<file path="config.mk">
export PLATFORM = sky130hd
export DESIGN_NAME = sng_arbiter_flat
export DESIGN_NICKNAME = d
export VERILOG_FILES = /design/src/rtl/sng_arbiter_if.sv /design/src/rtl/sng_arbiter.sv /design/src/flat_wrapper.sv
export SDC_FILE = /design/constraint.sdc
export NUM_CORES = 1
export LEC_CHECK = 0
export CORE_AREA = 2 2 219 221
export CTS_BUF_LIST = sky130_fd_sc_hd__clkbuf_16
export CTS_CLUSTER_SIZE = 14
export DETAILED_ROUTE_END_ITERATION = 12
export DIE_AREA = 0 0 221 223
export GPL_TIMING_DRIVEN = 0
export PLACE_DENSITY = 0.53
export SYNTH_ARGS = -nofsm -noshare
export SYNTH_HDL_FRONTEND = slang
export SYNTH_SLANG_ARGS = --single-unit
export TNS_END_PERCENT = 5
</file>
<file path="constraint.sdc">
create_clock -name clk -period 3.7 [get_ports clk]
set_input_delay 0.37 -clock clk [delete_from_list [all_inputs] [get_ports clk]]
set_output_delay 0.37 -clock clk [all_outputs]
set_load 0.005 [all_outputs]
</file>
<file path="src/rtl/sng_arbiter_if.sv">
// sng_arbiter_if
//   Bundles the request side, the shared-SNG side and the result side of the
//   SNG round-robin arbiter.
//   Signals:
//     req, req_val          : per-requester level request and packed operands
//     gnt                   : one-hot grant pulse
//     sng_rst_n, sng_a      : SNG restart (low = restart) and operand
//     sng_done, sng_bs      : SNG done flag and bitstream
//     out_bs, out_id        : captured bitstream and owning requester
//     out_valid, out_ready  : result handshake
//     busy, err             : not-idle flag and sticky watchdog error
//   Modports:
//     master : arbiter view
//     slave  : environment view (requesters, SNG, result consumer)
interface sng_arbiter_if #(
  parameter int N_REQ     = 4,
  parameter int BSL       = 255,
  parameter int REG_WIDTH = $clog2(BSL),
  parameter int ID_W      = (N_REQ > 1) ? $clog2(N_REQ) : 1
);
  logic [N_REQ-1:0]           req;
  logic [N_REQ*REG_WIDTH-1:0] req_val;
  logic [N_REQ-1:0]           gnt;
  logic                       sng_rst_n;
  logic [REG_WIDTH-1:0]       sng_a;
  logic                       sng_done;
  logic [BSL-1:0]             sng_bs;
  logic [BSL-1:0]             out_bs;
  logic [ID_W-1:0]            out_id;
  logic                       out_valid;
  logic                       out_ready;
  logic                       busy;
  logic                       err;

  modport master (
    input  req, req_val, sng_done, sng_bs, out_ready,
    output gnt, sng_rst_n, sng_a, out_bs, out_id, out_valid, busy, err
  );

  modport slave (
    output req, req_val, sng_done, sng_bs, out_ready,
    input  gnt, sng_rst_n, sng_a, out_bs, out_id, out_valid, busy, err
  );
endinterface

</file>
<file path="src/rtl/sng_arbiter.sv">
// sng_arbiter
//   Round-robin scheduler sharing one stochastic number generator among
//   N_REQ requesters. A granted requester's operand is latched onto sng_a,
//   the SNG is restarted with a one-cycle low pulse on sng_rst_n, and the
//   bitstream is captured on sng_done and returned through a valid/ready
//   port tagged with the requester id. A watchdog aborts a conversion whose
//   done never arrives and raises a sticky err.
//   Ports:
//     clk : clock
//     rst : synchronous reset, active-low (also holds the SNG in reset)
//     bus : sng_arbiter_if.master (request, SNG and result signals)
module sng_arbiter #(
  parameter int N_REQ     = 4,
  parameter int BSL       = 255,
  parameter int REG_WIDTH = $clog2(BSL),
  parameter int TMO       = 1023
) (
  input  logic          clk,
  input  logic          rst,
  sng_arbiter_if.master bus
);

  localparam int ID_W  = (N_REQ > 1) ? $clog2(N_REQ) : 1;
  localparam int CNT_W = $clog2(TMO + 1);

  typedef enum logic [1:0] {
    IDLE  = 2'd0,
    START = 2'd1,
    WAIT  = 2'd2,
    OUT   = 2'd3
  } state_t;

  state_t               state_r, state_s;
  logic [N_REQ-1:0]     gnt_r, gnt_s;
  logic                 sng_rst_n_r, sng_rst_n_s;
  logic [REG_WIDTH-1:0] sng_a_r, sng_a_s;
  logic [BSL-1:0]       out_bs_r, out_bs_s;
  logic [ID_W-1:0]      out_id_r, out_id_s;
  logic                 out_valid_r, out_valid_s;
  logic                 busy_r, busy_s;
  logic                 err_r, err_s;
  logic [ID_W-1:0]      rr_ptr_r, rr_ptr_s;
  logic [CNT_W-1:0]     cnt_r, cnt_s;
  logic [ID_W:0]        pick_s;
  logic [REG_WIDTH-1:0] opnd_s [N_REQ];

  // First set request after p, wrapping; MSB flags a hit. Scanning from the
  // far end lets the nearest candidate overwrite earlier ones.
  function automatic logic [ID_W:0] rr_pick(input logic [N_REQ-1:0] r,
                                            input logic [ID_W-1:0]  p);
    logic [ID_W:0]   res;
    logic [ID_W-1:0] idx;
    res = '0;
    for (int i = N_REQ; i >= 1; i--) begin
      idx = ID_W'((int'(p) + i) % N_REQ);
      res = r[idx] ? {1'b1, idx} : res;
    end
    return res;
  endfunction

  for (genvar g = 0; g < N_REQ; g++) begin : g_opnd
    assign opnd_s[g] = bus.req_val[g*REG_WIDTH +: REG_WIDTH];
  end

  // Next-state and next-register decode.
  always_comb begin
    pick_s      = rr_pick(bus.req, rr_ptr_r);
    state_s     = state_r;
    gnt_s       = '0;
    sng_rst_n_s = 1'b1;
    sng_a_s     = sng_a_r;
    out_bs_s    = out_bs_r;
    out_id_s    = out_id_r;
    out_valid_s = out_valid_r;
    err_s       = err_r;
    rr_ptr_s    = rr_ptr_r;
    cnt_s       = cnt_r;
    case (state_r)
      IDLE: begin
        if (pick_s[ID_W]) begin
          state_s     = START;
          gnt_s       = {{(N_REQ-1){1'b0}}, 1'b1} << pick_s[ID_W-1:0];
          sng_rst_n_s = 1'b0;  // low exactly during START
          sng_a_s     = opnd_s[pick_s[ID_W-1:0]];
          out_id_s    = pick_s[ID_W-1:0];
          rr_ptr_s    = pick_s[ID_W-1:0];
        end else begin
          state_s = IDLE;
        end
      end
      START: begin
        // sng_done may still be high from the previous run; not looked at here.
        state_s = WAIT;
        cnt_s   = '0;
      end
      WAIT: begin
        if (bus.sng_done) begin
          state_s     = OUT;
          out_bs_s    = bus.sng_bs;
          out_valid_s = 1'b1;
        end else if (cnt_r == CNT_W'(TMO - 1)) begin
          state_s = IDLE;
          err_s   = 1'b1;
        end else begin
          cnt_s = cnt_r + CNT_W'(1);
        end
      end
      OUT: begin
        if (bus.out_ready) begin
          state_s     = IDLE;
          out_valid_s = 1'b0;
        end else begin
          state_s = OUT;
        end
      end
      default: begin
        state_s = IDLE;
      end
    endcase
    busy_s = (state_s != IDLE);
  end

  // FSM state register.
  always_ff @(posedge clk) begin
    if (!rst) begin
      state_r <= IDLE;
    end else begin
      state_r <= state_s;
    end
  end

  // Registered outputs, round-robin pointer and watchdog counter.
  always_ff @(posedge clk) begin
    if (!rst) begin
      gnt_r       <= '0;
      sng_rst_n_r <= 1'b0;
      sng_a_r     <= '0;
      out_bs_r    <= '0;
      out_id_r    <= '0;
      out_valid_r <= 1'b0;
      busy_r      <= 1'b0;
      err_r       <= 1'b0;
      rr_ptr_r    <= ID_W'(N_REQ - 1);
      cnt_r       <= '0;
    end else begin
      gnt_r       <= gnt_s;
      sng_rst_n_r <= sng_rst_n_s;
      sng_a_r     <= sng_a_s;
      out_bs_r    <= out_bs_s;
      out_id_r    <= out_id_s;
      out_valid_r <= out_valid_s;
      busy_r      <= busy_s;
      err_r       <= err_s;
      rr_ptr_r    <= rr_ptr_s;
      cnt_r       <= cnt_s;
    end
  end

  assign bus.gnt       = gnt_r;
  assign bus.sng_rst_n = sng_rst_n_r;
  assign bus.sng_a     = sng_a_r;
  assign bus.out_bs    = out_bs_r;
  assign bus.out_id    = out_id_r;
  assign bus.out_valid = out_valid_r;
  assign bus.busy      = busy_r;
  assign bus.err       = err_r;

endmodule
</file>
<file path="src/flat_wrapper.sv">
// flat-port wrapper written by rule: the top's interface ports become plain ports
module sng_arbiter_flat 
#(
  parameter int N_REQ     = 4,
  parameter int BSL       = 255,
  parameter int REG_WIDTH = $clog2(BSL),
  parameter int TMO       = 1023
)
  (clk, rst, bus_req, bus_req_val, bus_sng_done, bus_sng_bs, bus_out_ready, bus_gnt, bus_sng_rst_n, bus_sng_a, bus_out_bs, bus_out_id, bus_out_valid, bus_busy, bus_err);
  sng_arbiter_if #(.N_REQ(N_REQ), .BSL(BSL), .REG_WIDTH(REG_WIDTH)) bus_i ();
  input  logic clk;
  input  logic rst;
  input wire logic [$bits(bus_i.req)-1:0] bus_req;
  input wire logic [$bits(bus_i.req_val)-1:0] bus_req_val;
  input wire logic [$bits(bus_i.sng_done)-1:0] bus_sng_done;
  input wire logic [$bits(bus_i.sng_bs)-1:0] bus_sng_bs;
  input wire logic [$bits(bus_i.out_ready)-1:0] bus_out_ready;
  output wire logic [$bits(bus_i.gnt)-1:0] bus_gnt;
  output wire logic [$bits(bus_i.sng_rst_n)-1:0] bus_sng_rst_n;
  output wire logic [$bits(bus_i.sng_a)-1:0] bus_sng_a;
  output wire logic [$bits(bus_i.out_bs)-1:0] bus_out_bs;
  output wire logic [$bits(bus_i.out_id)-1:0] bus_out_id;
  output wire logic [$bits(bus_i.out_valid)-1:0] bus_out_valid;
  output wire logic [$bits(bus_i.busy)-1:0] bus_busy;
  output wire logic [$bits(bus_i.err)-1:0] bus_err;
  assign bus_i.req = bus_req;
  assign bus_i.req_val = bus_req_val;
  assign bus_i.sng_done = bus_sng_done;
  assign bus_i.sng_bs = bus_sng_bs;
  assign bus_i.out_ready = bus_out_ready;
  assign bus_gnt = bus_i.gnt;
  assign bus_sng_rst_n = bus_i.sng_rst_n;
  assign bus_sng_a = bus_i.sng_a;
  assign bus_out_bs = bus_i.out_bs;
  assign bus_out_id = bus_i.out_id;
  assign bus_out_valid = bus_i.out_valid;
  assign bus_busy = bus_i.busy;
  assign bus_err = bus_i.err;
  sng_arbiter #(.N_REQ(N_REQ), .BSL(BSL), .REG_WIDTH(REG_WIDTH), .TMO(TMO)) u_core (.clk(clk), .rst(rst), .bus(bus_i));
endmodule
</file>
### Yosys cells after proc, flatten, opt, wreduce, memory -nomap -nowiden

Cells that the tools add are included.
W data, S select, Z words.

* logic and storage cells: 70
* input port bits: 295
* output and inout port bits: 273
* register bits after elaboration: 287

* bitwise gates (word level): 2
* multiplexer cells: 28
* shift operators: 1
* reduce and logical (&&, ||, !) cells: 10
* $add $sub $neg: 5
* $lt $le $gt $ge: 5
* equal/unequal tests: 8

Operator list (count)
* $mux W10: 2
* $pmux W10 S2: 1
* $bmux W8 S2: 1
* $mux W8: 2
* $lt A2 B3 Y1 const B: 4
* $mux W3: 4
* $reduce_and A3 Y1: 4
* $add A10 B1 Y10 const B: 1
* $eq A10 B10 Y1 const B: 1
* $mux W1: 9
* $bmux W1 S2: 4
* $ne A2 B2 Y1 const B: 4
* $pmux W2 S4: 1
* $mux W2: 3
* $reduce_bool A2 Y1: 3
* $add A2 B1 Y2 const B: 2
* $add A2 B2 Y2 const B: 2
* $eq A2 B2 Y1 const B: 2
* $reduce_and A2 Y1: 2
* $shl A1 B2 Y4 const A: 1
* $ge A3 B3 Y1 const B: 1
* $not A2 Y3: 1
* $eq A2 B1 Y1 const B: 1
* $logic_not A2 Y1: 1
* 2 further kinds: 2

### Longest topological paths before layout

Gate-level depths: netlist of the first run.

* word-level depth: 11
* depth in mapped cells: 8
* gate-level depth less buffers: 7

### Worst setup path before layout of the first run

OpenSTA, ideal clock, no wires.

* kind: input to register
* start point: input port bus_req[3]
* end point: register u_core.sng_a_r[5] (netlist: u_core.bus.sng_a[5])
* path buffers: 2
* arrival: 1.864 ns
* setup time: 0.122 ns
* slack: 1.714 ns
* stages on the path: 7
* required time: 3.578 ns
* path through: nor2b_4 o21a_1 buf_6 nor3_4 buf_8 mux2_1 a221o_1

* word-level cells in the longest chain between the ends: 10
* elaborated cells on any way between the ends: 17
* those cells by class: mux: 15; bitwise: 1; reduce/logical: 1

Ends and longest elaborated chain
* start, declared: line flat_wrapper.sv:13 `input wire logic [$bits(bus_i.req)-1:0] bus_req;`
* $bmux W1 S2: line sng_arbiter.sv:56 `res = r[idx] ? {1'b1, idx} : res;`
* $mux W1 (implied by the code): line sng_arbiter.sv:56
* $mux W3 (3 in series): line sng_arbiter.sv:56
* $mux W3 (*): line sng_arbiter.sv:56
* $not A2 Y3 (implied by the code): line sng_arbiter.sv:84 `sng_a_s = opnd_s[pick_s[ID_W-1:0]];`
* $bmux W8 S2: line sng_arbiter.sv:84
* $mux W8 (implied by the code) (2 in series): line sng_arbiter.sv:84
* end signal, assigned: line sng_arbiter.sv:148 `sng_a_r <= sng_a_s;`
* end, declared: line sng_arbiter.sv:36 `logic [REG_WIDTH-1:0] sng_a_r, sng_a_s;`

Every way passes the cells marked *; elsewhere a longest branch is shown, timed or not. The select of a mux whose other input is x is not followed.
A chain may end at the register's enable or synchronous reset.

### Final worst setup path of the first run

* start point: register u_core.state_r[1]
* end point: register u_core.out_bs_r[129] (netlist: u_core.bus.out_bs[129])

* word-level cells in the longest chain between the ends: 2

Ends and longest elaborated chain
* start, declared: line sng_arbiter.sv:33 `state_t state_r, state_s;`
* start signal, assigned: line sng_arbiter.sv:128 `state_r <= state_s;`
* $eq A2 B2 Y1: line sng_arbiter.sv:78 `case (state_r)`
* $reduce_and A2 Y1 (no line)
* end signal, assigned: line sng_arbiter.sv:149 `out_bs_r <= out_bs_s;`
* end, declared: line sng_arbiter.sv:37 `logic [BSL-1:0] out_bs_r, out_bs_s;`

No other way between the ends.

==> impl_metrics.yaml, run 1 <==
sta:
  finalMaxSlewViolations: 0
  finalSetupViolations: 0
  worst_pin_slew_ns: 0.808
  fmax_mhz: 413
  rsz0062_at_grt: "no"
  fin_skew_ns: 0.0209
  maxSlewHeadroom_pct: 46.1
  period_minus_slack_ns: 2.42
  fin_setup_tns_ns: 0
  finalCritPeriodShare_pct: 65.5
  finalHoldViolCount: 0
setup_path:
  arrival_ns: 2.88
  critPathKind: "reg -> reg"
  worstPathMaxFanout: 10
  end_kind: "flop"
  required_ns: 4.15
  startpoint_type: "flop"
  worstReg2RegEnd: "u_core.bus.out_bs[129]"
  reg2reg_from: "u_core.state_r[1]"
  r2r_setup_slack_ns: 1.28
  r2r_cells: 7
clock_tree:
  tritoncts: "done"
  clkSlewWorstSetupHoldPaths_ns: 0.06
  ctsRootBufferMaster: "clkbuf_16"
  clkSinkCount: 287
  cts_buffers: 36
  htreeDepth: 2
  clockBufferDepth: 3
  cts_hold_buf: 0
  clk_latency_ns: 0.55
  postCtsSetupBuffers: 0
  cts_resized: 0
grt:
  grt.overflow.total: 0
  grt_pass1_wl_um: 65300
  grtUsageTotal_pct: 17.1
  grt_pass1_vias: 10912
  antenna_found_initial: 3
  grt_max_degree: 13
hold_path:
  worstHoldPathType: "in -> reg"
  whs_path_depth: 3
  min_from: "bus_sng_bs[164]"
  hold_end: "u_core.bus.out_bs[164]"
floorplan:
  chipWidth_um: 221
  io_pins: 568
  dieHeight_um: 223
  coreArea_um2: 47100
  start_util_pct: 23.3
  die_area_um2: 49300
  rows: 80
synth:
  synth_top_area_share_pct: 52.3
  synth-async-reset-ratio_pct: 0
  ys_types: 51
  synth_area_per_cell_um2: 8.53
  ys_ff_latch: 287
  synth-edff-count: 0
  ys.warnings.count: 0
  synthCells: 1288
  seq_area_frac_synth_pct: 52.3
  ys.flop_type: "dfxtp_1"
  netlist_area_um2: 11000
  syn_nets: 1585
  synth_largest_area_cell: "dfxtp_1"
  synth_area_leaders: "dfxtp_1, nand2_1, a21boi_0, clkbuf_1, buf_2"
power:
  powerDensity_nw_per_um2: 443
  finalPower_mw: 8.23
  irDropWorstVdd_uv: 275
  power_leakage_nw: 6.43
detailed_routing:
  drt_wl_total_um: 43700
  drc: 0
  vias: 10818
  wl_per_cell_um: 17.2
  via_per_inst: 4.26
  drtAntennaViolNets: 0
  drtIter0Drc: 446
  drtPass1Iterations: 6
job:
  maxCapViolations: 0
final_layout:
  syn2layout_area_growth_pct: 69.0
  final_layout_size_suffix_gt1_share_pct: 4.95
  finish.utilization_pct: 39.4
  nets: 2190
place:
  place_hpwl_um: 34000
  port_buffers: 567
  gp_congestion: 0.821
outcome:
  status: "completed"
placed cells by master (no fill, tap or decap), types with 3 or more instances in the layout:
cell	count
buf_2	33
nand2b_1	3
o21a_1	3
clkdlybuf4s50_1	567
clkinv_1	9
bufinv_16	3
o31ai_1	4
nor2_1	14
mux2i_1	5
clkinv_2	7
o211ai_1	5
nand3_1	8
a21oi_1	7
a21boi_0	255
a221o_1	7
inv_1	8
nand2_1	519
mux2_2	3
o21ai_0	8
xor2_1	7
clkbuf_1	59
nor2b_1	5
dfxtp_1	287
nand4_1	5
mux2_1	4
clkbuf_16	37
and2_1	9
power breakdown:
part	switching [mW]	internal, mW
Sequential	0.105	3.29
Clock	1.38	2.02
Combinational	0.626	0.812
critical path, cell delays in order (launching register included):
cell,delay [ns]
dfxtp_1,0.29
buf_2,0.17
nor2b_1,0.17
nand2_1,0.17
clkbuf_1,0.64
clkbuf_1,0.60
nand2_1,0.12
a21boi_0,0.17
how the worst max path moves through the flow:
stage,depth (start not counted),slack (ns),end,from
2_1_floorplan,7,1.71,u_core.bus.sng_a[5],bus_req[3]
6_report,7,1.28,u_core.bus.out_bs[129],u_core.state_r[1]
4_1_cts,7,1.17,u_core.bus.out_bs[130],u_core.state_r[1]
3_3_place_gp,8,0.95,u_core.bus.sng_a[5],bus_req[3]
3_5_place_dp,8,0.91,u_core.bus.sng_a[5],bus_req[1]
5_1_grt,7,1.03,u_core.bus.out_bs[135],u_core.state_r[0]
state kept, by name, summed over array words and instances (netlist names):
| name | count |
|---|---|
| u_core.bus.out_id | 2 |
| u_core.bus.busy | 1 |
| u_core.bus.out_valid | 1 |
| u_core.bus.gnt | 4 |
| u_core.cnt_r | 10 |
| u_core.state_r | 2 |
| u_core.bus.err | 1 |
| u_core.bus.out_bs | 255 |
| u_core.bus.sng_a | 8 |
| u_core.bus.sng_rst_n | 1 |
| u_core.rr_ptr_r | 2 |
cells in the mapped netlist (all sizes together), types with 3 or more instances:
cell type and count:
o211ai 5, mux2 7, xor2 7, mux2i 5
nand2b 3, dfxtp 287, a221o 7, a21oi 8
buf 35, a21boi 255, nand2 519, and2 10
nor2 14, nand3 8, nor2b 6, clkbuf 60
nand4 5, o31ai 4, o21ai 9, o21a 3
per-layer routing:
metal,up-vias,GRT usage [%],wire [um],share of wire [%]
met1,4942,18.9,17400,40
met4,2,5.00,1110,2.5
met2,365,30.1,21400,49
met3,66,6.76,3690,8.5
li1,5443,-,-,-
met5,-,0,11,0.025
cell families after synthesis:
logic type | Yosys count | synth area share, %
AND/OR/NAND/NOR | 580 | 21.2
AO/OA/AOI/OAI | 303 | 20.7
buffers and inverters | 97 | 3.87
XOR/XNOR | 7 | 0.558
flip-flops | 287 | 52.3
adder cells (fa/ha/maj) | 2 | 0.228
multiplexers | 12 | 1.17
layout make-up:
cell class	instances	area, um^2
flip-flops and latches	287	5750
clock inverters	28	206
diodes	2	5.00
repair buffers	567	5680
multi-input cells	904	4820
inverters	2	7.51
clock buffers	37	926
fillers	4887	28600
well taps	615	769
plain buffers	95	418
metrics by stage:
step / hold slack [ns] / cells / setup WS, ns / instance area, um^2
after floorplan: 0.451 / 1288 / 1.71 / 11000
after global placement: 0.437 / 2470 / 0.953 / 17400
after detailed placement: 0.447 / 2470 / 0.914 / 17400
after CTS: 0.350 / 2535 / 1.17 / 18600
after global routing: 0.366 / 2536 / 1.03 / 18600
final: 0.380 / 2537 / 1.28 / 18600
(Power assumes the default switching activity.)
==> inputs of run 2 (changes only) <==
Clock period 3.7 ns to 2.4 ns, I/O delays scaled along.
==> run 2 against run 1 <==
Clock power rose by 54%. Maximum frequency is 7.7% higher. Setup slack lost 1.1 ns. Register-to-register slack got worse by 1.1 ns. Non-clock buffer count unchanged. Via count hardly changed. Combinational power increased by 54%. Global-route usage is the same. Critical endpoint is now u_core.bus.out_bs[133]. Highest routed layer unchanged.
==> impl_metrics.yaml, run 2 (synthesis gave the netlist of run 1 again) <==
clock_tree:
  htreeDepth: 2
  ctsRootBufferMaster: "clkbuf_16"
  clkSinkCount: 287
  tritoncts: "done"
  cts_buffers: 36
  clockBufferDepth: 3
  clk_latency_ns: 0.55
  clkSlewWorstSetupHoldPaths_ns: 0.06
final_layout:
  syn2layout_area_growth_pct: 69.0
  finish.utilization_pct: 39.4
  nets: 2190
  final_cells: 2537
  fillers: 4886
  most-common-layout-cells: "clkdlybuf4s50_1, nand2_1, dfxtp_1, a21boi_0, clkbuf_1"
  layout_commonest_cell: "clkdlybuf4s50_1"
  largest_reg_flops: 255
  final_layout_size_suffix_gt1_share_pct: 5.05
job:
  maxCapViolations: 0
sta:
  finalHoldViolCount: 0
  setup_slack_ns: 0.152
  worst_pin_slew_ns: 0.679
  finalMaxSlewViolations: 0
  period_minus_slack_ns: 2.25
  finalCritPeriodShare_pct: 93.7
  maxSlewHeadroom_pct: 54.7
  fmax_mhz: 445
  finalSetupViolations: 0
  fin_skew_ns: 0.0221
  rsz0062_at_grt: "yes"
setup_path:
  startpoint_type: "flop"
  slowest_delay_ns: 0.33
  r2r_setup_slack_ns: 0.15
  worstPathMaxFanout: 10
  required_ns: 2.86
  path_cells: "buf_2, nor2b_1, and2_1, clkbuf_1, clkbuf_4, buf_2, nand2_1, a21boi_0"
  critPathMostFrequentCell: "buf_2"
  critPathKind: "reg -> reg"
  critPathSlowestCell: "clkbuf_4"
  arrival_ns: 2.71
  end_kind: "flop"
grt:
  grtUsageTotal_pct: 17.1
  grt.overflow.total: 0
  antenna_found_initial: 3
  grt_max_degree: 13
  grt_pass1_vias: 10912
  grt_pass1_wl_um: 65300
floorplan:
  start_util_pct: 23.3
  chipWidth_um: 221
  dieHeight_um: 223
  die_area_um2: 49300
  coreArea_um2: 47100
  rows: 80
  io_pins: 568
detailed_routing:
  wl_per_cell_um: 17.2
  drc: 0
  drtPass1Iterations: 6
  drtAntennaViolNets: 0
  vias: 10823
  via_per_inst: 4.27
  drt_wl_total_um: 43700
  drtIter0Drc: 425
power:
  seq_power_share_pct: 41.2
  p_int_mw: 9.43
  finalPower_mw: 12.7
  irDropWorstVdd_uv: 424
  powerDensity_nw_per_um2: 683
  p_comb_share_pct: 17.5
  clkPwrFrac_pct: 41.3
  switching_share_pct: 25.7
  switchingPower_mw: 3.26
  power_leakage_nw: 6.44
place:
  dpl.cell_count: 2470
  place_hpwl_um: 34000
  port_buffers: 567
  dp_slack_ns: -0.256
  gp_congestion: 0.821
hold_path:
  worstHoldPathType: "in -> reg"
outcome:
  status: "completed"
==> run 2: cell types whose count changed in the layout (fill, tap and decap cells not counted) <==
cell,before,now
buf_2,33,31
clkbuf_1,59,57
clkbuf_2,1,3
clkbuf_4,0,2
==> run 2: metrics by stage <==
step / setup TNS, ns / hold slack (ns) / instance area (um^2)
detailed placement: -7.37 / 0.447 / 17400
finish: 0 / 0.251 / 18600
global placement: -5.17 / 0.437 / 17400
CTS: 0 / 0.220 / 18600
floorplan: 0 / 0.385 / 11000
global route: -0.192 / 0.236 / 18600
==> run 2: path summary, 6_finish.rpt <==
kind	startpoint	end	depth (start not counted)
setup / recovery	u_core.state_r[1]	u_core.bus.out_bs[133]	8
hold / removal	bus_sng_bs[169]	u_core.bus.out_bs[169]	3
setup reg to reg	u_core.state_r[1]	u_core.bus.out_bs[133]	8
hold reg to reg	u_core.bus.out_id[1]	u_core.bus.out_id[1]	1
==> run 2: area by class of cell <==
| class | instances | area [um^2] | share of cell area, % |
|---|---|---|---|
| inverters | 2 | 7.51 | 0.0404 |
| repair buffers | 567 | 5680 | 30.5 |
| clock buffers | 37 | 926 | 4.98 |
| multi-input cells | 904 | 4820 | 25.9 |
| clock inverters | 28 | 206 | 1.11 |
| well taps | 615 | 769 | 4.14 |
| flip-flops and latches | 287 | 5750 | 30.9 |
| plain buffers | 95 | 425 | 2.29 |
| diodes | 2 | 5.00 | 0.0269 |
==> run 2: metal layers <==
metal	global-route usage [%]	routed length [um]	vias up
met3	6.76	3780	66
met5	0	11	-
met4	5.00	1110	2
li1	-	-	5442
met2	30.1	21500	377
met1	18.9	17300	4936
==> run 2: power by group through the flow <==
stage               clock, mW  combinational, mW  sequential [mW]
floorplan                   0              0.807             5.34
finish                   5.25               2.22             5.23
global route             5.63               2.43             5.26
detailed placement          0               2.25             5.33
CTS                      5.44               2.26             5.23
global placement            0               2.24             5.32
==> run 2: timing repair <==
item / 4_1_cts / 5_1_grt
resized for setup: 1 / 4
endpoints found under the setup margin: 31 / 95
pin swaps: 0 / 0
hold buffers: 0 / 0
buffers inserted: 0 / 0
==> run 2: worst max-delay path: cells and delay by family (launching register included) <==
family,cells,cell delay (ns)
AOI/OAI and AO/OA,1,0.17
buffers and inverters,4,1.14
DFF,1,0.30
and+or+nand+nor,3,0.56
